**config.mk**
```make
export PLATFORM = sky130hd
export DESIGN_NAME = muxn_stream
export DESIGN_NICKNAME = d
export VERILOG_FILES = /design/src/rtl/muxn_stream.sv
export SDC_FILE = /design/constraint.sdc
export NUM_CORES = 1
export LEC_CHECK = 0
export BUFFER_PORTS_ARGS = -buffer_cell sky130_fd_sc_hd__buf_2
export CAP_MARGIN = 10
export CORE_MARGIN = 5
export CORE_UTILIZATION = 38
export CTS_CLUSTER_DIAMETER = 50
export DETAILED_ROUTE_END_ITERATION = 7
export GPL_ROUTABILITY_DRIVEN = 0
export GPL_TIMING_DRIVEN = 1
export MAX_ROUTING_LAYER = met4
export PLACE_DENSITY = 0.77
export SYNTH_ARGS = -nofsm -noshare
export SYNTH_HDL_FRONTEND = slang
export SYNTH_SLANG_ARGS = --single-unit
```
**constraint.sdc**
```tcl
create_clock -name clk -period 2.4 [get_ports clk]
set_clock_uncertainty 0.05 [all_clocks]
set_input_delay 0.48 -clock clk [delete_from_list [all_inputs] [get_ports clk]]
set_output_delay 0.48 -clock clk [all_outputs]
set_load 0.02 [all_outputs]
```
**src/rtl/muxn_stream.sv**
```systemverilog
`default_nettype none
// +--------------------------------------------------------------------------+
// | muxn_stream: N-channel registered stream mux, fixed-select or round-robin |
// | Optional packet lock: MUXN_STREAM_PKT_LOCK_EN                             |
// | Revision: 1.0                                                             |
// +--------------------------------------------------------------------------+
module muxn_stream #(
    parameter int n        = 16,
    parameter int CHANNELS = 4,
    parameter int SW       = $clog2(CHANNELS)
) (
    input  logic                  clk,
    input  logic                  rst_n,
    input  logic [CHANNELS*n-1:0] in_data,
    input  logic [CHANNELS-1:0]   in_valid,
    output logic [CHANNELS-1:0]   in_ready,
`ifdef MUXN_STREAM_PKT_LOCK_EN
    input  logic [CHANNELS-1:0]   in_last,
`endif
    input  logic                  mode,
    input  logic [SW-1:0]         sel,
    output logic [n-1:0]          out_data,
    output logic                  out_valid,
    input  logic                  out_ready
);

    typedef enum logic [0:0] {
        ST_EMPTY = 1'b0,
        ST_FULL  = 1'b1
    } state_t;

    state_t        r_state;
    state_t        w_state_next;
    logic [n-1:0]  r_data;
    logic [SW-1:0] r_ptr;

    logic          w_load;
    logic          w_sel_ok;
    logic          w_grant_ok;
    logic          w_accept;
    logic [SW-1:0] w_grant;
    logic [SW-1:0] w_rr_idx;
    logic [n-1:0]  w_grant_data;

`ifdef MUXN_STREAM_PKT_LOCK_EN
    logic          r_lock;
    logic [SW-1:0] r_lock_ch;
    logic          w_last;
`endif

    // Channel index a + b, wrapped into [0, CHANNELS) for any channel count.
    function automatic logic [SW-1:0] wrap_add(input logic [SW-1:0] a, input int b);
        int s;
        s = int'(a) + b;
        if (s >= CHANNELS) begin
            s = s - CHANNELS;
        end
        return s[SW-1:0];
    endfunction

    if ((1 << SW) > CHANNELS) begin : g_sel_check
        assign w_sel_ok = (int'(sel) < CHANNELS);
    end else begin : g_sel_full
        assign w_sel_ok = 1'b1;
    end

    assign w_load    = (r_state == ST_EMPTY) || out_ready;
    assign out_valid = (r_state == ST_FULL);
    assign out_data  = r_data;

    // Descending scan: the final overwrite is the nearest valid channel at or above ptr.
    always_comb begin
        w_rr_idx = r_ptr;
        for (int k = CHANNELS - 1; k >= 0; k--) begin
            if (in_valid[wrap_add(r_ptr, k)]) begin
                w_rr_idx = wrap_add(r_ptr, k);
            end
        end
    end

    always_comb begin
        w_grant    = sel;
        w_grant_ok = w_sel_ok;
        if (mode) begin
            w_grant    = w_rr_idx;
            w_grant_ok = 1'b1;
`ifdef MUXN_STREAM_PKT_LOCK_EN
            if (r_lock) begin
                w_grant = r_lock_ch;
            end
`endif
        end
    end

    always_comb begin
        in_ready     = '0;
        w_grant_data = '0;
        for (int i = 0; i < CHANNELS; i++) begin
            if (w_grant == SW'(i)) begin
                in_ready[i]  = rst_n && w_load && w_grant_ok;
                w_grant_data = in_data[i*n +: n];
            end
        end
    end

    assign w_accept = |(in_valid & in_ready);

`ifdef MUXN_STREAM_PKT_LOCK_EN
    assign w_last = in_last[w_grant];
`endif

    always_comb begin
        w_state_next = r_state;
        if (w_accept) begin
            w_state_next = ST_FULL;
        end else if (out_ready) begin
            w_state_next = ST_EMPTY;
        end
    end

    always_ff @(posedge clk) begin
        if (!rst_n) begin
            r_state <= ST_EMPTY;
        end else begin
            r_state <= w_state_next;
        end
    end

    always_ff @(posedge clk) begin
        if (!rst_n) begin
            r_data    <= '0;
            r_ptr     <= '0;
`ifdef MUXN_STREAM_PKT_LOCK_EN
            r_lock    <= 1'b0;
            r_lock_ch <= '0;
`endif
        end else if (w_accept) begin
            r_data <= w_grant_data;
            if (mode) begin
`ifdef MUXN_STREAM_PKT_LOCK_EN
                // Pointer moves only once the packet has finished.
                if (w_last) begin
                    r_ptr  <= wrap_add(w_grant, 1);
                    r_lock <= 1'b0;
                end else begin
                    r_lock    <= 1'b1;
                    r_lock_ch <= w_grant;
                end
`else
                r_ptr <= wrap_add(w_grant, 1);
`endif
            end
        end
    end

endmodule
`default_nettype wire
```
==> metrics.md, run 1 <==
| Metric | Value |
|---|---|
| DP HPWL | `3900 µm` |
| Crit end category | `output pin` |
| Core Util, Final | `62.8%` |
| Routed Antenna Nets | `0` |
| Reg2reg start | `r_ptr[1]` |
| Seq/Total Area, Yosys | `26.7%` |
| Root buffer cell | `clkbuf_8` |
| Grt ovf | `0` |
| Worst Path Required | `1.87 ns` |
| Crit Path Category | `input port to output pin` |
| GR Layer Usage met1 | `27.4%` |
| Max-cap violations | `0` |
| CTS tree | `built` |
| Setup violators final | `5` |
| Gr busiest metal | `met2` |
| 1st-pass router iterations | `4` |
| CTS Buf Count | `3` |
| Failing checks | `negative setup slack` |
| DRT iter0 DRCs | `144` |
| # hold bufs at CTS | `0` |
| Fmax achieved | `0.399 GHz` |
| P&R area growth vs syn | `60.4%` |
| DP Area | `1960 µm²` |
| Ant. Diodes | `0` |
| Seq cells post-synth | `19` |
| Slew headroom | `70.4%` |
| Register area | `385 µm²` |
| Ports | `95` |
| Synth cell types | `27` |
| Skew-Pair Late Insertion Delay | `0.25 ns` |
| Share of cells above drive strength 1 | `49.2%` |
| Status | `finished, violations left` |
| Die Y | `71.2 µm` |
| Arrival @ worst endpoint | `1.98 ns` |
| Min Hold Slack | `0.473 ns` |
| Clk buf depth | `2` |
| CTS sink cnt | `19` |
| Reg clk slew, reported paths | `0.07 ns` |
| Placement Rows | `22` |
| Setup crit start kind | `input port` |
| Mapped cell area | `1420 µm²` |
| Most frequent cells in the layout | `buf_2, a21oi_1, o21ai_0, buf_4, inv_1` |
| PD cells | `503 nW/µm²` |
| Routed WL per cell | `16.6 µm` |
| Max IR drop VDD | `323 µV` |
| Unrepaired setup endpoints after global routing | `yes` |
| Final Cycle Share | `105%` |
| Min-delay src | `out_data[3]` |
| Worst-margin pin slew | `0.444 ns` |
| Synthesized instance count | `205` |
| Vias in the first global route | `1755` |
| Commonest non-fill, non-tap cell in the layout | `buf_2` |
| Fillers | `321` |
| Pin count of the biggest net entering global routing | `29` |
| Top-area cell type share of the netlist area | `26.7%` |
| Hold Crit Class | `flip-flop to flip-flop` |
| Initial antenna violation count | `0` |
| CTS H-tree lvls | `1` |
| Routed vias | `1908` |
| Layout Nets | `386` |
| Ys Warns | `0` |
| Leading area contributor after synthesis | `dfxtp_1` |
| Post-synth net total | `283` |
| CP max FO | `5` |
| Die X | `71.2 µm` |
| Pre-CTS setup slack | `-0.273 ns` |
| Area contributors post-synth | `dfxtp_1, a21oi_1, a22oi_1, o21ai_0, inv_1` |
| Total Power | `1.15 mW` |
| Mean Syn Cell Area | `6.94 µm²` |
| Final WS setup | `-0.109 ns` |
| Gr usage total | `20.9%` |
| Core Area | `3630 µm²` |
| Via-per-instance ratio | `5.37` |
| Final WL | `5900 µm` |
| Min Tclk post-route | `2.51 ns` |
| Met2 Use GR | `32.7%` |
| Pins Over Slew Limit | `0` |
| Initial Utilization | `39.2%` |
| Final hold viol count | `0` |
| Die Area | `5070 µm²` |
| Leakage | `1.12 nW` |
| Post-route design area | `2280 µm²` |
| Global-route wire length before repair | `8340 µm` |
| # DRC | `0` |
| Critical path origin | `in_valid[0]` |
| Met3 Usage GRT | `2.41%` |
| Number of I/O port buffers | `94` |
| Area occupied by multi-input gates | `1030 µm²` |
## worst paths after layout
path	endpoint	slack (ns)	cells past startpoint
setup / recovery	in_ready[0]	-0.11	9
setup reg to reg	r_ptr[0]	0.01	10
hold / removal	out_data[3]	0.47	2
hold reg to reg	out_data[3]	0.47	2
## through the flow
stage | instances | TNS [ns]
after floorplan | 205 | 0
after global placement | 342 | -1.97
after detailed placement | 342 | -3.37
after CTS | 352 | -0.000118
after global routing | 355 | -0.520
final | 355 | -0.347
## flip-flops by register name (all words and copies together) (netlist names)
register   flops
out_valid      1
r_ptr          2
out_data      16
## synthesized netlist by cell type (all sizes together)
cell type,instances
o211a,1
a21oi,54
and3,4
nand2b,3
mux2,1
a221oi,1
nand3,1
a22oi,16
buf,9
ha,4
mux2i,1
clkbuf,11
a22o,2
o21bai,1
a211oi,1
inv,20
a311oi,1
o21ai,34
o22ai,1
a2bb2oi,1
nand2,16
o2bb2ai,2
o211ai,1
dfxtp,19
## where the power goes
part,total [mW],switching [mW],internal (mW)
Clock,0.219,0.104,0.115
Sequential,0.370,0.0200,0.350
Combinational,0.558,0.312,0.246
## metal layers
layer  wire (µm)  vias up
met4         210        0
met1        2420      842
li1            -      945
met3         442       16
met2        2820      105
met5           0        -
## what timing repair did
action	4_1_cts	5_1_grt
gates resized for setup	26	23
endpoints found under the hold margin	0	0
endpoints found under the setup margin	5	22
setup buffers	5	2
pin swaps	8	9
gates cloned	1	1
## kinds of logic after synthesis
group | after synthesis | synth area share, %
AOI/OAI and AO/OA | 116 | 47.5
buffers and inverters | 40 | 13.1
and+or+nand+nor | 24 | 7.65
DFF | 19 | 26.7
adders and majority gates | 4 | 3.52
muxes | 2 | 1.50
## layout make-up
class | count | area share [%]
timing repair buffer | 116 | 30.1
tap | 48 | 2.63
clock buffer | 3 | 1.81
sequential | 19 | 16.9
clock inverter | 1 | 0.219
multi-input combinational | 148 | 45.0
inverter | 20 | 3.40
## critical path: stages
cell,delay [ns]
buf_4,0.13
nand2b_1,0.15
a21oi_2,0.07
a211oi_2,0.31
a2bb2oi_2,0.22
ha_2,0.22
buf_6,0.10
and3_4,0.17
buf_6,0.12
(Power assumes the default switching activity.)
==> run 2, diff against run 1 <==
--- a/config.mk
+++ b/config.mk
@@ -7,14 +7,16 @@
 export LEC_CHECK = 0
 export BUFFER_PORTS_ARGS = -buffer_cell sky130_fd_sc_hd__buf_2
 export CAP_MARGIN = 10
+export CELL_PAD_IN_SITES_DETAIL_PLACEMENT = 0
+export CELL_PAD_IN_SITES_GLOBAL_PLACEMENT = 1
 export CORE_MARGIN = 5
-export CORE_UTILIZATION = 38
+export CORE_UTILIZATION = 27
 export CTS_CLUSTER_DIAMETER = 50
 export DETAILED_ROUTE_END_ITERATION = 7
 export GPL_ROUTABILITY_DRIVEN = 0
 export GPL_TIMING_DRIVEN = 1
 export MAX_ROUTING_LAYER = met4
-export PLACE_DENSITY = 0.77
+export PLACE_DENSITY_LB_ADDON = 0.1
 export SYNTH_ARGS = -nofsm -noshare
 export SYNTH_HDL_FRONTEND = slang
 export SYNTH_SLANG_ARGS = --single-unit
==> constraint.sdc (replaced) <==
create_clock -name clk -period 2.7 [get_ports clk]
set_clock_uncertainty 0.05 [all_clocks]
set_input_delay 0.54 -clock clk [delete_from_list [all_inputs] [get_ports clk]]
set_output_delay 0.54 -clock clk [all_outputs]
set_load 0.02 [all_outputs]
==> run 2 against run 1 <==
- the run now ends clean
- die area is 35% higher
- utilization shrank 23 points
- routed wire length decreased by 12%
- clock-buffer cell count unchanged
- sequential share of layout area up 1.7 points
- register-to-register slack better by 0.30 ns
- via count down 10%
- critical endpoint is now in_ready[1]
- largest cell class unchanged
- largest power group unchanged
==> metrics.md, run 2 (synthesis gave the netlist of run 1 again) <==
| Metric | Value |
|---|---|
| Share of cells above drive strength 1 | `40.7% (was 49.2%)` |
| Die Y | `82.6 µm (was 71.2 µm)` |
| CP max FO | `5 (unchanged)` |
| Max IR drop VDD | `297 µV (was 323 µV)` |
| Fmax achieved | `0.391 GHz` |
| Slew headroom | `74.8% (was 70.4%)` |
| CTS Buf Count | `3 (unchanged)` |
| Fillers | `584 (was 321)` |
| Clk buf depth | `2 (unchanged)` |
| Post-route design area | `2050 µm² (was 2280 µm²)` |
| Crit end category | `output pin (unchanged)` |
| Commonest non-fill, non-tap cell in the layout | `buf_2 (unchanged)` |
| Sw Ratio | `36.9% (was 38.0%)` |
| P_int | `0.592 mW (was 0.711 mW)` |
| Number of I/O port buffers | `94 (unchanged)` |
| PD cells | `457 nW/µm² (was 503 nW/µm²)` |
| P&R area growth vs syn | `44.4% (was 60.4%)` |
| Initial Utilization | `27.9% (was 39.2%)` |
| Core Area | `5110 µm² (was 3630 µm²)` |
| Total Power | `0.939 mW (was 1.15 mW)` |
| Root buffer cell | `clkbuf_8 (unchanged)` |
| Die X | `82.6 µm (was 71.2 µm)` |
| Final Cycle Share | `94.6%` |
| CTS H-tree lvls | `1 (unchanged)` |
| Layout Nets | `376 (was 386)` |
| Grt ovf | `0 (unchanged)` |
| Hold Crit Class | `flip-flop to flip-flop (unchanged)` |
| Most frequent cells in the layout | `buf_2, a21oi_1, o21ai_0 (was buf_2, a21oi_1, o21ai_0, buf_4, inv_1)` |
| Status | `completed (was finished, violations left)` |
| Ant. Diodes | `0 (unchanged)` |
| DP Area | `1990 µm² (was 1960 µm²)` |
| Routed WL per cell | `14.1 µm (was 16.6 µm)` |
| Via-per-instance ratio | `4.66 (was 5.37)` |
| DRT iter0 DRCs | `69 (was 144)` |
| Placement Rows | `26 (was 22)` |
| Final hold viol count | `0 (unchanged)` |
| # hold bufs at CTS | `0 (unchanged)` |
| DP HPWL | `4220 µm (was 3900 µm)` |
| 1st-pass router iterations | `5 (was 4)` |
| Global-route wire length before repair | `7180 µm (was 8340 µm)` |
| Sequential share of power | `34.9% (was 32.2%)` |
| # DRC | `0 (unchanged)` |
| CTS tree | `built (unchanged)` |
| CTS sink cnt | `19 (unchanged)` |
| Unrepaired setup endpoints after global routing | `no (was yes)` |
| Pin count of the biggest net entering global routing | `33 (was 29)` |
| Die Area | `6820 µm² (was 5070 µm²)` |
| Crit Path Category | `input port to output pin (unchanged)` |
| Largest register FFs | `16 (unchanged)` |
| Gate power share | `44.7% (was 48.7%)` |
| Reg clk slew, reported paths | `0.07 ns (about the same)` |
| Arrival @ worst endpoint | `1.96 ns (was 1.98 ns)` |
| Initial antenna violation count | `0 (unchanged)` |
| Pins Over Slew Limit | `0 (unchanged)` |
| Max-cap violations | `0 (unchanged)` |
| Ports | `95 (unchanged)` |
| Setup violators final | `0 (was 5)` |
| Leakage | `1.04 nW (was 1.12 nW)` |
| Final WL | `5180 µm (was 5900 µm)` |
| Min Tclk post-route | `2.55 ns` |
| Skew-Pair Late Insertion Delay | `0.25 ns (about the same)` |
| Worst Path Required | `2.11 ns (was 1.87 ns)` |
| Vias in the first global route | `1464 (was 1755)` |
| Setup crit start kind | `input port (unchanged)` |
| NetSw | `0.347 mW (was 0.436 mW)` |
| Routed Antenna Nets | `0 (unchanged)` |
| Routed vias | `1712 (was 1908)` |
| Gr usage total | `14.4% (was 20.9%)` |
| Clock power share | `20.4% (was 19.1%)` |
| Worst-margin pin slew | `0.378 ns (was 0.444 ns)` |
run 2: cell count changes in the layout (fill, tap and decap cells not counted), moves of 3 or more:
| cell | delta |
|---|---|
| buf_4 | -7 |
| buf_6 | -9 |
| and3_1 | +3 |
| ha_1 | +3 |
| buf_2 | +7 |
run 2: worst paths after layout:
path | start | endpoint | slack (ns) | cells after the start
worst max-delay path | in_valid[0] | in_ready[1] | 0.15 | 8
worst min-delay path | out_data[15] | out_data[15] | 0.47 | 2
worst max register to register | r_ptr[0] | out_data[9] | 0.31 | 10
worst min register to register | out_data[15] | out_data[15] | 0.47 | 2
run 2: power by group through the flow:
stage	logic, mW	registers [mW]	clock network (mW)
2_1_floorplan	0.221	0.368	0
3_3_place_gp	0.419	0.335	0
3_5_place_dp	0.417	0.334	0
4_1_cts	0.421	0.327	0.201
5_1_grt	0.466	0.331	0.214
6_report	0.420	0.328	0.192
run 2: critical path, cell delays in order:
cell and delay (ns):
buf_2 0.12, inv_1 0.06, o22ai_1 0.08, a221oi_2 0.34
mux2_2 0.25, ha_2 0.21, and3_1 0.18, buf_2 0.17
run 2: metal layers:
layer	GRT usage (%)	vias to the layer above	wire (µm)
met4	5.72	0	65
met2	18.8	65	2120
met5	-	-	0
li1	-	919	-
met3	1.84	6	421
met1	21.7	722	2570
run 2: layout make-up:
| cell class | instances | area (µm²) | share of cell area (%) |
|---|---|---|---|
| Multi-Input combinational cell | 146 | 876 | 42.6 |
| Timing Repair Buffer | 108 | 588 | 28.6 |
| Sequential cell | 19 | 382 | 18.6 |
| Tap cell | 70 | 87.6 | 4.26 |
| Inverter | 20 | 75.1 | 3.65 |
| Clock buffer | 3 | 41.3 | 2.01 |
| Clock inverter | 1 | 5.00 | 0.244 |
run 2: through the flow:
stage | setup TNS, ns | setup WS, ns | hold WS, ns | std cells | utilization, %
after CTS | 0 | 0.0140 | 0.474 | 367 | 39.9
after global routing | 0 | 0.0509 | 0.488 | 367 | 40.2
after floorplan | 0 | 0.0184 | 0.440 | 205 | -
after global placement | 0 | 0.0105 | 0.448 | 363 | 38.9
after detailed placement | -0.980 | -0.0855 | 0.458 | 363 | 38.9
final | 0 | 0.145 | 0.472 | 367 | 40.2
run 2: repair_timing:
item                       in CTS  in global routing
gates resized for setup         1                  4
gates cloned                    0                  0
setup endpoints to repair       1                  7
setup buffers                   0                  0
==> run 3, diff against run 2 <==
--- a/config.mk
+++ b/config.mk
@@ -9,6 +9,7 @@
 export CAP_MARGIN = 10
 export CELL_PAD_IN_SITES_DETAIL_PLACEMENT = 0
 export CELL_PAD_IN_SITES_GLOBAL_PLACEMENT = 1
+export CORE_ASPECT_RATIO = 0.6
 export CORE_MARGIN = 5
 export CORE_UTILIZATION = 27
 export CTS_CLUSTER_DIAMETER = 50
@@ -16,7 +17,7 @@
 export GPL_ROUTABILITY_DRIVEN = 0
 export GPL_TIMING_DRIVEN = 1
 export MAX_ROUTING_LAYER = met4
-export PLACE_DENSITY_LB_ADDON = 0.1
+export PLACE_DENSITY = 0.89
 export SYNTH_ARGS = -nofsm -noshare
 export SYNTH_HDL_FRONTEND = slang
 export SYNTH_SLANG_ARGS = --single-unit
==> run 3 against run 2 <==
- global-route usage increased by 1.7 points
- die area increased by 0.70%
- non-clock buffer count decreased by 1
- clock power increased by 4%
- final cell count decreased by 1.4%
- maximum frequency decreased by 1.6%
- sequential power about the same
- clock-buffer cell count unchanged
- worst hold slack improved by 0.0060 ns
- first-iteration DRC count increased to 2.9 times the previous value
==> metrics.md, run 3 (synthesis gave the netlist of run 1 again) <==
| Metric | Value |
|---|---|
| CTS Buf Count | `3 (unchanged)` |
| CP max FO | `5 (unchanged)` |
| Final Cycle Share | `96.2% (was 94.6%)` |
| Initial Utilization | `28.0% (was 27.9%)` |
| P&R area growth vs syn | `43.9% (was 44.4%)` |
| Total Power | `0.966 mW (was 0.939 mW)` |
| 1st-pass router iterations | `4 (was 5)` |
| Vias in the first global route | `1732 (was 1464)` |
| CTS H-tree lvls | `1 (unchanged)` |
| Die Area | `6870 µm² (was 6820 µm²)` |
| Crit Path Category | `input port to output pin (unchanged)` |
| Min Tclk post-route | `2.60 ns (was 2.55 ns)` |
| Hold Crit Class | `flip-flop to flip-flop (unchanged)` |
| Setup violators final | `0 (unchanged)` |
| Final hold viol count | `0 (unchanged)` |
| Reg2reg start | `r_ptr[1] (was r_ptr[0])` |
| Ports | `95 (unchanged)` |
| Commonest non-fill, non-tap cell in the layout | `buf_2 (unchanged)` |
| Reg clk slew, reported paths | `0.07 ns (about the same)` |
| # hold bufs at CTS | `0 (unchanged)` |
| Pins Over Slew Limit | `0 (unchanged)` |
| Share of cells above drive strength 1 | `40.9% (was 40.7%)` |
| Worst-margin pin slew | `0.466 ns (was 0.378 ns)` |
| Global-route wire length before repair | `8650 µm (was 7180 µm)` |
| Slew headroom | `68.6% (was 74.8%)` |
| Critical path origin | `in_valid[3] (was in_valid[0])` |
| # DRC | `0 (unchanged)` |
| Routed WL per cell | `15.5 µm (was 14.1 µm)` |
| Layout Nets | `375 (was 376)` |
| Routed vias | `1771 (was 1712)` |
| Unrepaired setup endpoints after global routing | `no (unchanged)` |
| Root buffer cell | `clkbuf_8 (unchanged)` |
| DRT iter0 DRCs | `200 (was 69)` |
| Routed Antenna Nets | `0 (unchanged)` |
| Fmax achieved | `0.385 GHz (was 0.391 GHz)` |
| Leakage | `1.03 nW (was 1.04 nW)` |
| Pin count of the biggest net entering global routing | `36 (was 33)` |
| Min-delay src | `out_data[15] (unchanged)` |
| Initial antenna violation count | `0 (unchanged)` |
| Via-per-instance ratio | `4.89 (was 4.66)` |
| Die X | `104 µm (was 82.6 µm)` |
| Core Area | `5080 µm² (was 5110 µm²)` |
| CTS tree | `built (unchanged)` |
| Final WL | `5600 µm (was 5180 µm)` |
| Cell total after placement | `357 (was 363)` |
| Ant. Diodes | `0 (unchanged)` |
| Crit end category | `output pin (unchanged)` |
| DP HPWL | `4520 µm (was 4220 µm)` |
| Max-cap violations | `0 (unchanged)` |
| Gr usage total | `16.1% (was 14.4%)` |
| Skew-Pair Late Insertion Delay | `0.25 ns (about the same)` |
| Max IR drop VDD | `298 µV (was 297 µV)` |
| Most frequent cells in the layout | `buf_2, a21oi_1, inv_1, o21ai_0, dfxtp_1 (was buf_2, a21oi_1, o21ai_0)` |
| Placement Rows | `20 (was 26)` |
| Setup crit start kind | `input port (unchanged)` |
| Fin cells | `362 (was 367)` |
| Worst Path Required | `2.11 ns (about the same)` |
| Clk buf depth | `2 (unchanged)` |
| CTS sink cnt | `19 (unchanged)` |
| FF-to-FF setup slack | `0.16 ns (was 0.31 ns)` |
| Status | `completed (unchanged)` |
| Number of I/O port buffers | `94 (unchanged)` |
| Die Y | `66.2 µm (was 82.6 µm)` |
| Grt ovf | `0 (unchanged)` |
| PD cells | `472 nW/µm² (was 457 nW/µm²)` |
| Largest register FFs | `16 (unchanged)` |
| Arrival @ worst endpoint | `2.01 ns (was 1.96 ns)` |
==> run 3: changes by cell type in the layout (fill, tap and decap cells not counted), sizes merged <==
cell / previous run / this run
buf: 108 / 107
clkinvlp: 0 / 1
clkinv: 1 / 0
==> run 3: cell type report <==
type,instances,area [µm²]
inverters,20,75.1
clock inverters,1,7.51
multi-input cells,146,878
repair buffers,107,581
fillers,553,3030
flip-flops and latches,19,382
well taps,66,82.6
clock buffers,3,41.3
==> run 3: worst paths after layout <==
check | endpoint | cells past startpoint
setup / recovery | in_ready[2] | 8
hold / removal | out_data[15] | 2
hold reg to reg | out_data[15] | 2
setup reg to reg | r_ptr[0] | 9
==> run 3: layer usage <==
| metal | vias up | track usage, % | part of all wire [%] |
|---|---|---|---|
| li1 | 920 | - | - |
| met2 | 78 | 22.4 | 40 |
| met4 | 0 | 2.58 | 0.48 |
| met1 | 769 | 22.9 | 50 |
| met3 | 4 | 4.98 | 9.1 |
| met5 | - | - | 0 |
==> run 3: power breakdown <==
part / leakage, nW / internal [mW] / switching, mW
Combinational: 0.853 / 0.181 / 0.255
Sequential: 0.157 / 0.311 / 0.0189
Clock: 0.0217 / 0.104 / 0.0960
Total: 1.03 / 0.596 / 0.370
==> run 3: repair_timing <==
action	4_1_cts	5_1_grt
setup buffers	0	1
gates resized for setup	2	5
setup endpoints to repair	3	22
==> run 3: per-stage QoR <==
step / area (µm²) / util, % / worst slack [ns] / hold WS [ns] / TNS [ns]
detailed placement: 1970 / 38.7 / -0.232 / 0.460 / -3.16
global placement: 1970 / 38.7 / -0.0245 / 0.453 / -0.0853
floorplan: 1420 / - / 0.0184 / 0.440 / 0
finish: 2050 / 40.3 / 0.103 / 0.478 / 0
CTS: 2030 / 39.9 / 0.0387 / 0.477 / 0
global route: 2050 / 40.3 / 0.0232 / 0.511 / 0
==> run 3: critical path: stages <==
cell	delay, ns
buf_2	0.13
o21bai_1	0.16
a21oi_1	0.21
a221oi_2	0.08
mux2i_1	0.27
ha_2	0.30
and3_1	0.16
buf_2	0.16
